[config.mk]
export PLATFORM = sky130hd
export DESIGN_NAME = pulse_peak_detect
export DESIGN_NICKNAME = d
export VERILOG_FILES = /design/src/rtl/pulse_peak_detect.sv
export SDC_FILE = /design/constraint.sdc
export NUM_CORES = 1
export LEC_CHECK = 0
export BUFFER_PORTS_ARGS = -buffer_cell sky130_fd_sc_hd__buf_4
export CELL_PAD_IN_SITES_DETAIL_PLACEMENT = 0
export CELL_PAD_IN_SITES_GLOBAL_PLACEMENT = 1
export CORE_MARGIN = 2
export CORE_UTILIZATION = 40
export CTS_CLUSTER_DIAMETER = 120
export DETAILED_ROUTE_END_ITERATION = 8
export PLACE_DENSITY_LB_ADDON = 0.2
export SLEW_MARGIN = 20
export SYNTH_ARGS = -nofsm -noshare
export SYNTH_HDL_FRONTEND = slang
export SYNTH_SLANG_ARGS = --single-unit
[constraint.sdc]
create_clock -name clk -period 4.4 [get_ports clk]
set_clock_uncertainty 0.05 [all_clocks]
set_input_delay 0.66 -clock clk [delete_from_list [all_inputs] [get_ports clk]]
set_output_delay 0.66 -clock clk [all_outputs]
set_load 0.01 [all_outputs]
[src/rtl/pulse_peak_detect.sv]
// Threshold-crossing pulse detector: tracks peak, width and pile-up, and emits one record per accepted pulse.
// Optional PULSE_PEAK_TIMESTAMP_EN adds a free-running 32-bit timestamp captured at the peak (out_ts).
module pulse_peak_detect #(
  parameter int W          = 14,
  parameter int CNT_W      = 16,
  parameter int MIN_WIDTH  = 2,
  parameter int PILE_DELTA = 4
) (
  input  logic                clk,
  input  logic                rst,
  input  logic signed [W-1:0] x,
  input  logic signed [W-1:0] thr,
  input  logic                out_ready,
  output logic                out_valid,
  output logic signed [W-1:0] out_peak,
  output logic [CNT_W-1:0]    out_width,
  output logic                out_pileup,
  output logic [CNT_W-1:0]    drop_cnt,
`ifdef PULSE_PEAK_TIMESTAMP_EN
  output logic [31:0]         out_ts,
`endif
  output logic                busy
);

  typedef enum logic [1:0] {IDLE, RISE, FALL} state_t;

  state_t              state;
  logic signed [W-1:0] peak;
  logic signed [W-1:0] prev;
  logic [CNT_W-1:0]    width;
  logic                pile;

  logic                above;
  logic signed [W:0]   x_ext;
  logic signed [W:0]   prev_lim;
  logic [CNT_W-1:0]    width_inc;
  logic [CNT_W-1:0]    drop_inc;
  logic                slot_free;
  logic                accept;
  logic                keep;

  assign above     = x > thr;
  // One extra bit so prev+PILE_DELTA cannot wrap near the positive limit.
  assign x_ext     = {x[W-1], x};
  assign prev_lim  = $signed({prev[W-1], prev}) + $signed((W+1)'(PILE_DELTA));
  assign width_inc = (&width) ? width : width + 1'b1;
  assign drop_inc  = (&drop_cnt) ? drop_cnt : drop_cnt + 1'b1;
  assign slot_free = !out_valid || out_ready;
  assign accept    = out_valid && out_ready;
  assign keep      = width >= CNT_W'(MIN_WIDTH);
  assign busy      = (state != IDLE);

`ifdef PULSE_PEAK_TIMESTAMP_EN
  logic [31:0] ts;
  logic [31:0] peak_ts;

  always_ff @(posedge clk or posedge rst) begin
    if (rst) begin
      ts <= '0;
    end else begin
      ts <= ts + 32'd1;
    end
  end
`endif

  always_ff @(posedge clk or posedge rst) begin
    if (rst) begin
      state      <= IDLE;
      peak       <= '0;
      prev       <= '0;
      width      <= '0;
      pile       <= 1'b0;
      out_valid  <= 1'b0;
      out_peak   <= '0;
      out_width  <= '0;
      out_pileup <= 1'b0;
      drop_cnt   <= '0;
`ifdef PULSE_PEAK_TIMESTAMP_EN
      peak_ts    <= '0;
      out_ts     <= '0;
`endif
    end else begin
      // A load in the same cycle overrides this clear (back-to-back records).
      if (accept) begin
        out_valid <= 1'b0;
      end

      case (state)
        IDLE: begin
          if (above) begin
            state <= RISE;
            peak  <= x;
            prev  <= x;
            width <= CNT_W'(1);
            pile  <= 1'b0;
`ifdef PULSE_PEAK_TIMESTAMP_EN
            peak_ts <= ts;
`endif
          end
        end

        RISE, FALL: begin
          if (above) begin
            width <= width_inc;
            prev  <= x;
            if (x > peak) begin
              peak <= x;
`ifdef PULSE_PEAK_TIMESTAMP_EN
              peak_ts <= ts;
`endif
            end
            if (state == RISE && x < prev) begin
              state <= FALL;
            end
            if (state == FALL && x_ext > prev_lim) begin
              pile <= 1'b1;
            end
          end else begin
            state <= IDLE;
            if (keep) begin
              if (slot_free) begin
                out_valid  <= 1'b1;
                out_peak   <= peak;
                out_width  <= width;
                out_pileup <= pile;
`ifdef PULSE_PEAK_TIMESTAMP_EN
                out_ts     <= peak_ts;
`endif
              end else begin
                drop_cnt <= drop_inc;
              end
            end
          end
        end

        default: state <= IDLE;
      endcase
    end
  end

endmodule
After elaboration in Yosys (flattened, before gate mapping)
Index checks and enable logic that the tools add are counted.
{"block": "op_classes", "muxes": 21, "addsub": 3, "n_eq_ne": 8, "bitwise_logic": 3, "n_reduce_logical": 19, "order_cmp": 5}
{"cell": "16-bit two-way mux", "n": 3}
{"cell": "14-bit two-way mux", "n": 3}
{"cell": "16-bit by 1-bit adder with 16-bit output (second input constant)", "n": 2}
{"cell": "16-bit one-hot mux with 2 select lines", "n": 1}
{"cell": "16-bit AND reduction", "n": 2}
{"cell": "14-bit > comparator", "n": 2}
{"cell": "14-bit one-hot mux with 2 select lines", "n": 1}
{"cell": "16-bit by 2-bit >= comparator with 1-bit output (second input constant)", "n": 1}
{"cell": "4-bit AND reduction", "n": 4}
{"cell": "14-bit by 4-bit adder with 15-bit output (second input constant)", "n": 1}
{"cell": "14-bit by 15-bit > comparator with 1-bit output", "n": 1}
{"cell": "14-bit less-than comparator", "n": 1}
{"cell": "2-bit inequality test (second input constant)", "n": 5}
{"cell": "1-bit two-way mux", "n": 8}
{"cell": "2-bit two-way mux", "n": 3}
{"cell": "5-bit AND reduction", "n": 1}
{"cell": "2-bit one-hot mux with 2 select lines", "n": 1}
{"cell": "2-bit AND reduction", "n": 2}
{"cell": "2-bit nonzero test", "n": 2}
{"cell": "1-bit logical AND", "n": 3}
{"cell": "3-bit inequality test (second input constant)", "n": 1}
{"cell": "1-bit NOT", "n": 3}
{"cell": "3-bit OR reduction", "n": 1}
{"cell": "2-bit by 1-bit == test with 1-bit output (second input constant)", "n": 1}
{"cell": "6 further kinds", "n": 6}
{"block": "word_totals", "word_cells": 69, "regBits": 95, "inputBits": 31, "output_inout_bits": 49}

Depth between registers and ports, before layout
Gate-level depths: netlist of run 1.
{"block": "logic_depth", "word_depth": 6, "ltp_mapped": 12, "mapped_depth_nobuf": 12}

Worst setup path before layout of run 1
OpenSTA, ideal clock, no wires.
{"block": "synth_timing", "path_type": "input to register", "from": "input port x[8]", "to": "register peak[10]", "slack_ns": 1.658, "setup_time_ns": 0.125, "t_arrival_ns": 2.567, "required_ns": 4.225, "cell_stages": 9, "path_buffers": 1, "path_cell_list": "ha_1 -> and4_1 -> nand3_1 -> a211o_1 -> o211ai_1 -> a2111oi_2 -> a211oi_2 -> buf_6 -> mux2_4"}
{"block": "synth_between", "elab_chain_cells": 3, "word_cells_on_any_way": 6, "cone_classes": "2 x order compare; 3 x eq/ne; 1 x reduce/logical"}
{"item": "start, declared", "line_no": "11", "text": "input logic signed [W-1:0] x,"}
{"item": "14-bit > comparator (on tied branches)", "line_no": "106, 42"}
{"item": "2-bit inequality test (no source line)"}
{"item": "4-bit AND reduction (no source line) (*)"}
{"item": "end signal, assigned", "line_no": "69", "text": "peak <= '0;"}
{"item": "end signal, assigned", "line_no": "92", "text": "peak <= x;"}
{"item": "end signal, assigned", "line_no": "107", "text": "peak <= x;"}
{"item": "end, declared", "line_no": "28", "text": "logic signed [W-1:0] peak;"}
Mark *: on every way between the ends. The rest lies on a longest branch, timed or not.
A chain may end at the register's enable or synchronous reset.

Final worst setup path of run 1
{"block": "layout_timing", "from": "register prev[2]", "to": "register pile"}
{"block": "layout_between", "elab_chain_cells": 5}
{"item": "start, declared", "line_no": "29", "text": "logic signed [W-1:0] prev;"}
{"item": "start signal, assigned", "line_no": "70", "text": "prev <= '0;"}
{"item": "start signal, assigned", "line_no": "93", "text": "prev <= x;"}
{"item": "start signal, assigned", "line_no": "105", "text": "prev <= x;"}
{"item": "14-bit by 4-bit adder with 15-bit output", "line_no": "45", "text": "assign prev_lim = $signed({prev[W-1], prev}) + $signed((W+1)'(PILE_DELTA));"}
{"item": "14-bit by 15-bit > comparator with 1-bit output", "line_no": "115", "text": "if (state == FALL && x_ext > prev_lim) begin"}
{"item": "1-bit logical AND", "line_no": "115"}
{"item": "2-bit inequality test (no source line)"}
{"item": "4-bit AND reduction (no source line)"}
{"item": "end signal, assigned", "line_no": "72", "text": "pile <= 1'b0;"}
{"item": "end signal, assigned", "line_no": "95", "text": "pile <= 1'b0;"}
{"item": "end signal, assigned", "line_no": "116", "text": "pile <= 1'b1;"}
{"item": "end, declared", "line_no": "31", "text": "logic pile;"}
Every way passes these cells.

==> results.json, run 1 <==
{
  "status": "complete, no violations",
  "end_kind": "flop",
  "cts_tree": "done",
  "clk_pin_slew_ps": 70,
  "ys_types": 59,
  "rows": 43,
  "numCtsBuffers": 9,
  "cp_num_buf_inv": 1,
  "htree_levels": 3,
  "vias": 4456,
  "hold_class": "flop to flop",
  "synth_flop_cell": "dfrtp_1",
  "design_area_um2": 6850,
  "worstMarginPinSlew_ps": 972,
  "path_max_fanout": 5,
  "synth-edff-count": 0,
  "fillerInstances": 1325,
  "crit_slowest_cell": "nor4_1",
  "cp-start-kind": "flop",
  "grt_overflow": 0,
  "period_needed_ps": 3310,
  "ys_warn_count": 0,
  "die_w_um": 124,
  "setup_viol": 0,
  "cts_hold_buf": 0,
  "fin_nets": 754,
  "max_freq_ghz": 0.302,
  "multiInputGateArea_um2": 3080,
  "rsz0062_at_grt": "no",
  "viasPerCell": 5.28,
  "p_leak_nw": 3.39,
  "clkLatencyLatePin_ps": 350,
  "worst-setup-path-type": "flop to flop",
  "syn_nets": 675,
  "ys_top_cells_by_area": "dfrtp_1, ha_1, nand2_1",
  "initial_utilization": 0.413,
  "rrSetupSlack_ps": 1090,
  "grt.total_usage": 0.191,
  "place_congestion": 0.914,
  "synth_area_um2": 5770,
  "wl_per_cell_um": 16.0,
  "tns_ps": 0,
  "cts_setup_buffers": 0,
  "dp_hpwl_mm": 10.1,
  "drt-total-wl_mm": 13.5,
  "finalCritPeriodShare": 0.752,
  "r2r-start": "prev[2]",
  "coreArea_um2": 14000,
  "final_layout_size_suffix_gt1_frac": 0.221,
  "worstPathArrival_ps": 3480,
  "n_antenna_cell": 0,
  "dieArea_um2": 15400,
  "worstPathCellList": "inv_1 > nor4_1 > nand2_1 > xnor2_1 > ha_1 > a21o_1 > a2111oi_0 > o311ai_0 > a31oi_1 > o21ai_0",
  "io_buffers": 79,
  "die_h_um": 124,
  "ios": 80,
  "p_per_area_nw_per_um2": 596,
  "relSlewSlack": 0.352,
  "drc": 0,
  "clk_path_buf_depth": 2,
  "clock_sinks": 95,
  "synth_top_cell_by_area": "dfrtp_1",
  "drtIter0Drc": 239,
  "worstPathRequired_ps": 4570,
  "hold_start": "out_peak[10]",
  "grt_antenna_before_repair": 0,
  "avgSynthCellArea_um2": 9.96,
  "synth-seq-cells": 95,
  "dpl_cell_area_um2": 6530,
  "critPathLaunch": "prev[2]",
  "grt_pass1_vias": 4452,
  "synth.top_cell.area_share": 0.412,
  "maxSlewViolCount": 0,
  "ys_seq_area_frac": 0.412,
  "cp_slowest_stage_delay_ps": 740,
  "cp_top_family": "compound AO/OA/AOI/OAI gates",
  "cts-root-buf": "clkbuf_16",
  "hold_viol": 0,
  "vdd_drop_max_v": 0.000226,
  "cts_resized": 0,
  "async_flop_share": 1.00,
  "grt_pass1_wl_mm": 22.8,
  "syn_inst": 580,
  "area_growth_pct": 18.6,
  "drv_cap": 0,
  "final_antenna_net_count": 0,
  "grt_max_degree": 78,
  "regArea_um2": 2380,
  "dr.pass1.iters": 7
}
worst min-delay path: stages, from the launching register on:
cell     delay [ps]
dfrtp_1         340
nand2_1          40
o21ai_0          60
flip-flops by register name, indices dropped and copies added, names as in the netlist:
signal and flops:
drop_cnt 16, out_width 16, width 16, out_peak 14, peak 14, prev 14
state 2, out_pileup 1, out_valid 1, pile 1
worst paths after layout:
path | end | cells past startpoint
min reg2reg | out_peak[10] | 2
max reg2reg | pile | 10
max in group asynchronous | out_width[7] | 3
min in group asynchronous | drop_cnt[9] | 2
min | out_peak[10] | 2
max | pile | 10
layout by cell type (no fill, tap or decap), types with 4 or more instances in the layout:
cell       synthesis  final
dfrtp_1           95     95
or4_1              5      5
mux2_4            10     10
nand2b_1           5      5
nand2_1           67     67
nor2_1            16     16
o21ai_0           40     40
xor2_1             7      7
inv_1             58     57
nand3_1           23     23
o221ai_1           8      8
ha_1              64     64
nor3_1            12     12
a31oi_1            8      8
a21oi_1           16     16
nor4_1             6      6
mux2_2            21     21
xnor2_1           18     18
buf_4              2     83
a21o_1             5      5
nand3b_1           4      4
and3_1             9      9
clkbuf_16          0      9
and4_1             4      4
o31ai_1            4      4
nand4_1           17     17
per-stage QoR:
stage	std cells	hold slack, ps	setup WS, ps	utilization	total power [mW]
2_1_floorplan	580	416	1210	-	2.71
3_3_place_gp	828	415	1250	0.467	3.21
3_5_place_dp	828	424	1180	0.467	3.25
4_1_cts	844	439	1130	0.490	4.14
5_1_grt	844	452	836	0.490	4.44
6_report	844	432	1090	0.490	4.08
cell usage after synthesis, drive strengths merged (2+ instances only):
cell type  count
dfrtp         95
o211ai         3
nor4           6
a21oi         16
and2           2
o221ai         8
nand2         68
nand2b         5
xnor2         18
nand3b         4
nand3         27
clkbuf         5
ha            64
inv           58
xor2           7
a2111oi        4
a31o           2
and3           9
or2            2
nor2          17
buf           10
nand4         17
a211oi         3
o21ai         43
mux2          31
o31ai          4
a21o           5
nor3          13
nor2b          3
a31oi          8
and4           4
or4            6
layer usage:
layer / GRT usage / vias up / part of all wire
met2: 0.296 / 85 / 0.46
met1: 0.270 / 2126 / 0.49
met3: 0.0284 / 16 / 0.035
met4: 0.0709 / 0 / 0.017
li1: - / 2229 / -
met5: 0 / - / 0
cell type report:
| class | instances | share of cell area |
|---|---|---|
| multi-input cells | 412 | 0.450 |
| flip-flops and latches | 95 | 0.347 |
| repair buffers | 83 | 0.0910 |
| clock buffers | 10 | 0.0334 |
| well taps | 180 | 0.0329 |
| inverters | 58 | 0.0322 |
| clock inverters | 6 | 0.0135 |
power breakdown:
group	switching [mW]	leakage [nW]	internal, mW
clock network	0.362	0.155	0.504
registers	0.225	1.22	1.16
logic	0.988	2.02	0.843
total	1.57	3.39	2.51
cell families after synthesis:
group,Yosys count,synth area share
compound gates,104,0.117
xor+xnor,25,0.0379
fa+ha+maj,64,0.139
buf+inv,73,0.0548
flops,95,0.412
mux,31,0.0670
simple gates,188,0.173
Note: power is estimated with default switching activity, not from simulation.
==> run 2: changes to the inputs <==
Clock period 4.4 ns to 2.8 ns, I/O delays scaled along.
==> results.json, run 2 (synthesis results as in run 1) <==
{
  "dp_hpwl_mm": 10.4,
  "area_growth_pct": 21.0,
  "final.setup.worst_slack_ps": 94.6,
  "multiInputGateArea_um2": 3100,
  "cts-root-buf": "clkbuf_16",
  "final_common_cell": "dfrtp_1",
  "setup_viol": 0,
  "p_per_area_nw_per_um2": 934,
  "worstMarginPinSlew_ps": 441,
  "clock_sinks": 95,
  "cts_tree": "done",
  "vias": 4523,
  "mostFrequentLayoutCells": "dfrtp_1, buf_4, nand2_1",
  "drt-total-wl_mm": 13.7,
  "worst-setup-path-type": "flop to flop",
  "hold_class": "input pin to asynchronous set/reset pin",
  "cts_setup_buffers": 0,
  "drtIter0Drc": 284,
  "numCtsBuffers": 9,
  "die_h_um": 124,
  "rows": 43,
  "htree_levels": 3,
  "grt_pass1_wl_mm": 22.8,
  "drc": 0,
  "clk_path_buf_depth": 2,
  "reg_top3": "drop_cnt (16), out_width (16), width (16)",
  "vdd_drop_max_v": 0.000447,
  "coreArea_um2": 14000,
  "holdWs_ps": 122,
  "worstPathRequired_ps": 2980,
  "die_w_um": 124,
  "path_max_fanout": 4,
  "pre_cts_slack_ps": 7.45,
  "initial_utilization": 0.413,
  "relSlewSlack": 0.705,
  "maxSlewViolCount": 0,
  "fillerInstances": 1327,
  "cp-start-kind": "flop",
  "wl_per_cell_um": 16.0,
  "status": "complete, no violations",
  "grt_pass1_vias": 4571,
  "max_freq_ghz": 0.370,
  "p_leak_nw": 3.46,
  "io_buffers": 79,
  "regArea_um2": 2380,
  "grt_overflow": 0,
  "viasPerCell": 5.27,
  "worstPathArrival_ps": 2890,
  "n_antenna_cell": 0,
  "period_needed_ps": 2710,
  "dieArea_um2": 15400,
  "finalCritPeriodShare": 0.966,
  "grt_max_degree": 64,
  "fin_nets": 768,
  "place_congestion": 0.892,
  "ios": 80,
  "hold_viol": 0,
  "drv_cap": 0,
  "clk_pin_slew_ps": 70,
  "final_antenna_net_count": 0,
  "clkLatencyLatePin_ps": 350,
  "end_kind": "flop",
  "dr.pass1.iters": 4,
  "grt.total_usage": 0.191,
  "final_layout_size_suffix_gt1_frac": 0.242,
  "grt_antenna_before_repair": 0
}
==> run 2: final timing paths <==
kind | slack, ps | to | start | cells after the start
setup / recovery | 90 | pile | prev[6] | 11
hold / removal | 120 | drop_cnt[0] | rst | 3
setup reg to reg | 90 | pile | prev[6] | 11
hold reg to reg | 430 | out_peak[10] | out_peak[10] | 2
max in group asynchronous | 2220 | peak[2] | rst | 3
min in group clk | 290 | prev[1] | x[1] | 3
==> run 2: timing repair <==
item,in CTS,in global routing
hold endpoints to repair,0,0
endpoints found under the setup margin,1,3
gates resized for setup,2,4
pin swaps,0,1
cloned,0,0
hold buffers,0,0
==> run 2: power breakdown <==
| group | total, mW | switching (mW) | internal [mW] |
|---|---|---|---|
| sequential | 2.17 | 0.344 | 1.83 |
| combinational | 3.09 | 1.64 | 1.45 |
| clock | 1.26 | 0.559 | 0.701 |
| total | 6.52 | 2.54 | 3.98 |
==> run 2: per-layer routing <==
metal	vias up	track usage	wire length, µm
met1	2164	0.269	6650
li1	2258	-	-
met5	-	0	0
met4	0	0.0590	206
met2	85	0.301	6270
met3	16	0.0321	583
==> run 2: cell type report <==
cell class	instances	area share
well taps	180	0.0322
flip-flops and latches	95	0.340
repair buffers	97	0.110
multi-input cells	412	0.443
inverters	58	0.0317
clock inverters	6	0.00985
clock buffers	10	0.0328
==> run 2: worst max-delay path, stage by stage, from the launching register on <==
cell and delay, ps:
dfrtp_1 370, inv_1 110, nor3_2 230, and3_1 210, nand3_1 100, xnor2_1 140
ha_1 300, a21o_1 190, a2111oi_1 420, o311ai_1 210, a31oi_1 190, o21ai_0 80
==> run 2: metrics by stage <==
stage	power, mW	util	cells	instance area (µm²)	TNS, ps
after CTS	6.58	0.498	858	6970	0
after detailed placement	5.29	0.477	842	6670	0
final	6.52	0.499	858	6990	0
after global placement	5.21	0.477	842	6670	0
after global routing	7.08	0.499	858	6990	-23.5
after floorplan	4.25	-	580	5780	0
==> run 3: changes to the inputs <==
Settings changed: CELL_PAD_IN_SITES_DETAIL_PLACEMENT 0 to 1.
==> results.json, run 3 (synthesis results as in run 1) <==
{
  "status": "complete, no violations",
  "drv_cap": 0,
  "grt.total_usage": 0.211,
  "final_common_cell": "buf_4",
  "mostFrequentLayoutCells": "buf_4, dfrtp_1, nand2_1",
  "vias": 4699,
  "grt_antenna_before_repair": 0,
  "hold_class": "input pin to asynchronous set/reset pin",
  "clock_sinks": 95,
  "maxSlewViolCount": 0,
  "wl_per_cell_um": 17.8,
  "cts_hold_buf": 0,
  "clk_pin_slew_ps": 70,
  "worstPathRequired_ps": 2980,
  "coreArea_um2": 14000,
  "p_leak_nw": 3.48,
  "worstMarginPinSlew_ps": 435,
  "worst-setup-path-type": "flop to flop",
  "relSlewSlack": 0.703,
  "worstPathArrival_ps": 2870,
  "fillerInstances": 1587,
  "max_freq_ghz": 0.372,
  "initial_utilization": 0.413,
  "path_max_fanout": 5,
  "worstPathCellList": "inv_1 > nor4_2 > buf_4 > nand4_1 > xnor2_1 > ha_1 > nand4_1 > o311ai_2 > o211ai_1 > nand2_1 > o21ai_0",
  "fin_nets": 770,
  "holdWs_ps": 90.4,
  "drc": 0,
  "p_per_area_nw_per_um2": 948,
  "clkLatencyLatePin_ps": 350,
  "drtIter0Drc": 225,
  "cp-start-kind": "flop",
  "cpMostUsedCell": "nand4_1",
  "crit_slowest_cell": "dfrtp_2",
  "numCtsBuffers": 9,
  "clk_path_buf_depth": 2,
  "htree_levels": 3,
  "end_kind": "flop",
  "rows": 43,
  "final_antenna_net_count": 0,
  "utilization": 0.504,
  "cts-root-buf": "clkbuf_16",
  "multiInputGateArea_um2": 3130,
  "setup_viol": 0,
  "place_congestion": 0.892,
  "hold_viol": 0,
  "final_layout_size_suffix_gt1_frac": 0.254,
  "grt_overflow": 0,
  "period_needed_ps": 2690,
  "reg_top3": "drop_cnt (16), out_width (16), width (16)",
  "drt-total-wl_mm": 15.3,
  "die_h_um": 124,
  "vdd_drop_max_v": 0.000461,
  "grt_pass1_wl_mm": 25.1,
  "cts_tree": "done",
  "dp_hpwl_mm": 11.5,
  "area_growth_pct": 22.1,
  "io_buffers": 79,
  "rrSetupSlack_ps": 110,
  "viasPerCell": 5.46,
  "finalCritPeriodShare": 0.960,
  "cp_slowest_stage_delay_ps": 420,
  "n_antenna_cell": 0,
  "regArea_um2": 2380,
  "die_w_um": 124,
  "grt_max_degree": 64,
  "ios": 80,
  "dieArea_um2": 15400,
  "grt_pass1_vias": 5026,
  "dr.pass1.iters": 4
}
==> run 3: worst max-delay path, delay by kind of cell (launching register included) <==
kind            cells  cell delay, ps
simple gates        4             700
compound gates      3             620
flops               1             420
fa+ha+maj           1             350
buf+inv             2             270
xor+xnor            1             160
==> run 3: power breakdown <==
group | switching (mW) | internal, mW | leakage (nW)
logic | 1.72 | 1.47 | 2.11
registers | 0.360 | 1.83 | 1.22
clock network | 0.579 | 0.730 | 0.151
==> run 3: worst paths after layout <==
check,cells past startpoint,from,endpoint
max in group asynchronous,3,rst,prev[4]
min reg2reg,2,out_peak[10],out_peak[10]
min,3,rst,drop_cnt[8]
max reg2reg,11,prev[2],pile
max,11,prev[2],pile
min in group clk,2,x[0],prev[0]
==> run 3: final cells by class <==
cell class | instances | area share
repair buffers | 99 | 0.111
flip-flops and latches | 95 | 0.337
clock buffers | 10 | 0.0339
multi-input cells | 412 | 0.444
well taps | 180 | 0.0319
inverters | 58 | 0.0314
clock inverters | 6 | 0.0106
==> run 3: per-stage QoR <==
stage | instance area [µm²] | power (mW) | std cells | TNS [ps] | setup WS [ps]
floorplan | 5780 | 4.25 | 580 | 0 | 274
finish | 7050 | 6.69 | 860 | 0 | 112
detailed placement | 6670 | 5.37 | 842 | 0 | 37.7
global placement | 6670 | 5.21 | 842 | 0 | 44.9
global route | 7050 | 7.23 | 860 | -93.0 | -93.0
CTS | 6980 | 6.72 | 858 | 0 | 42.1
==> run 3: layer usage <==
metal,track usage,routed length [µm],up-vias
li1,-,-,2267
met1,0.279,7110,2341
met2,0.356,7450,72
met3,0.0293,463,19
met4,0.0702,256,0
met5,0,0,-
==> run 3: what timing repair did <==
action                                  in CTS  in global routing
setup buffers                                0                  2
pin swaps                                    0                  5
endpoints found under the setup margin       1                  1
gates resized for setup                      1                 12
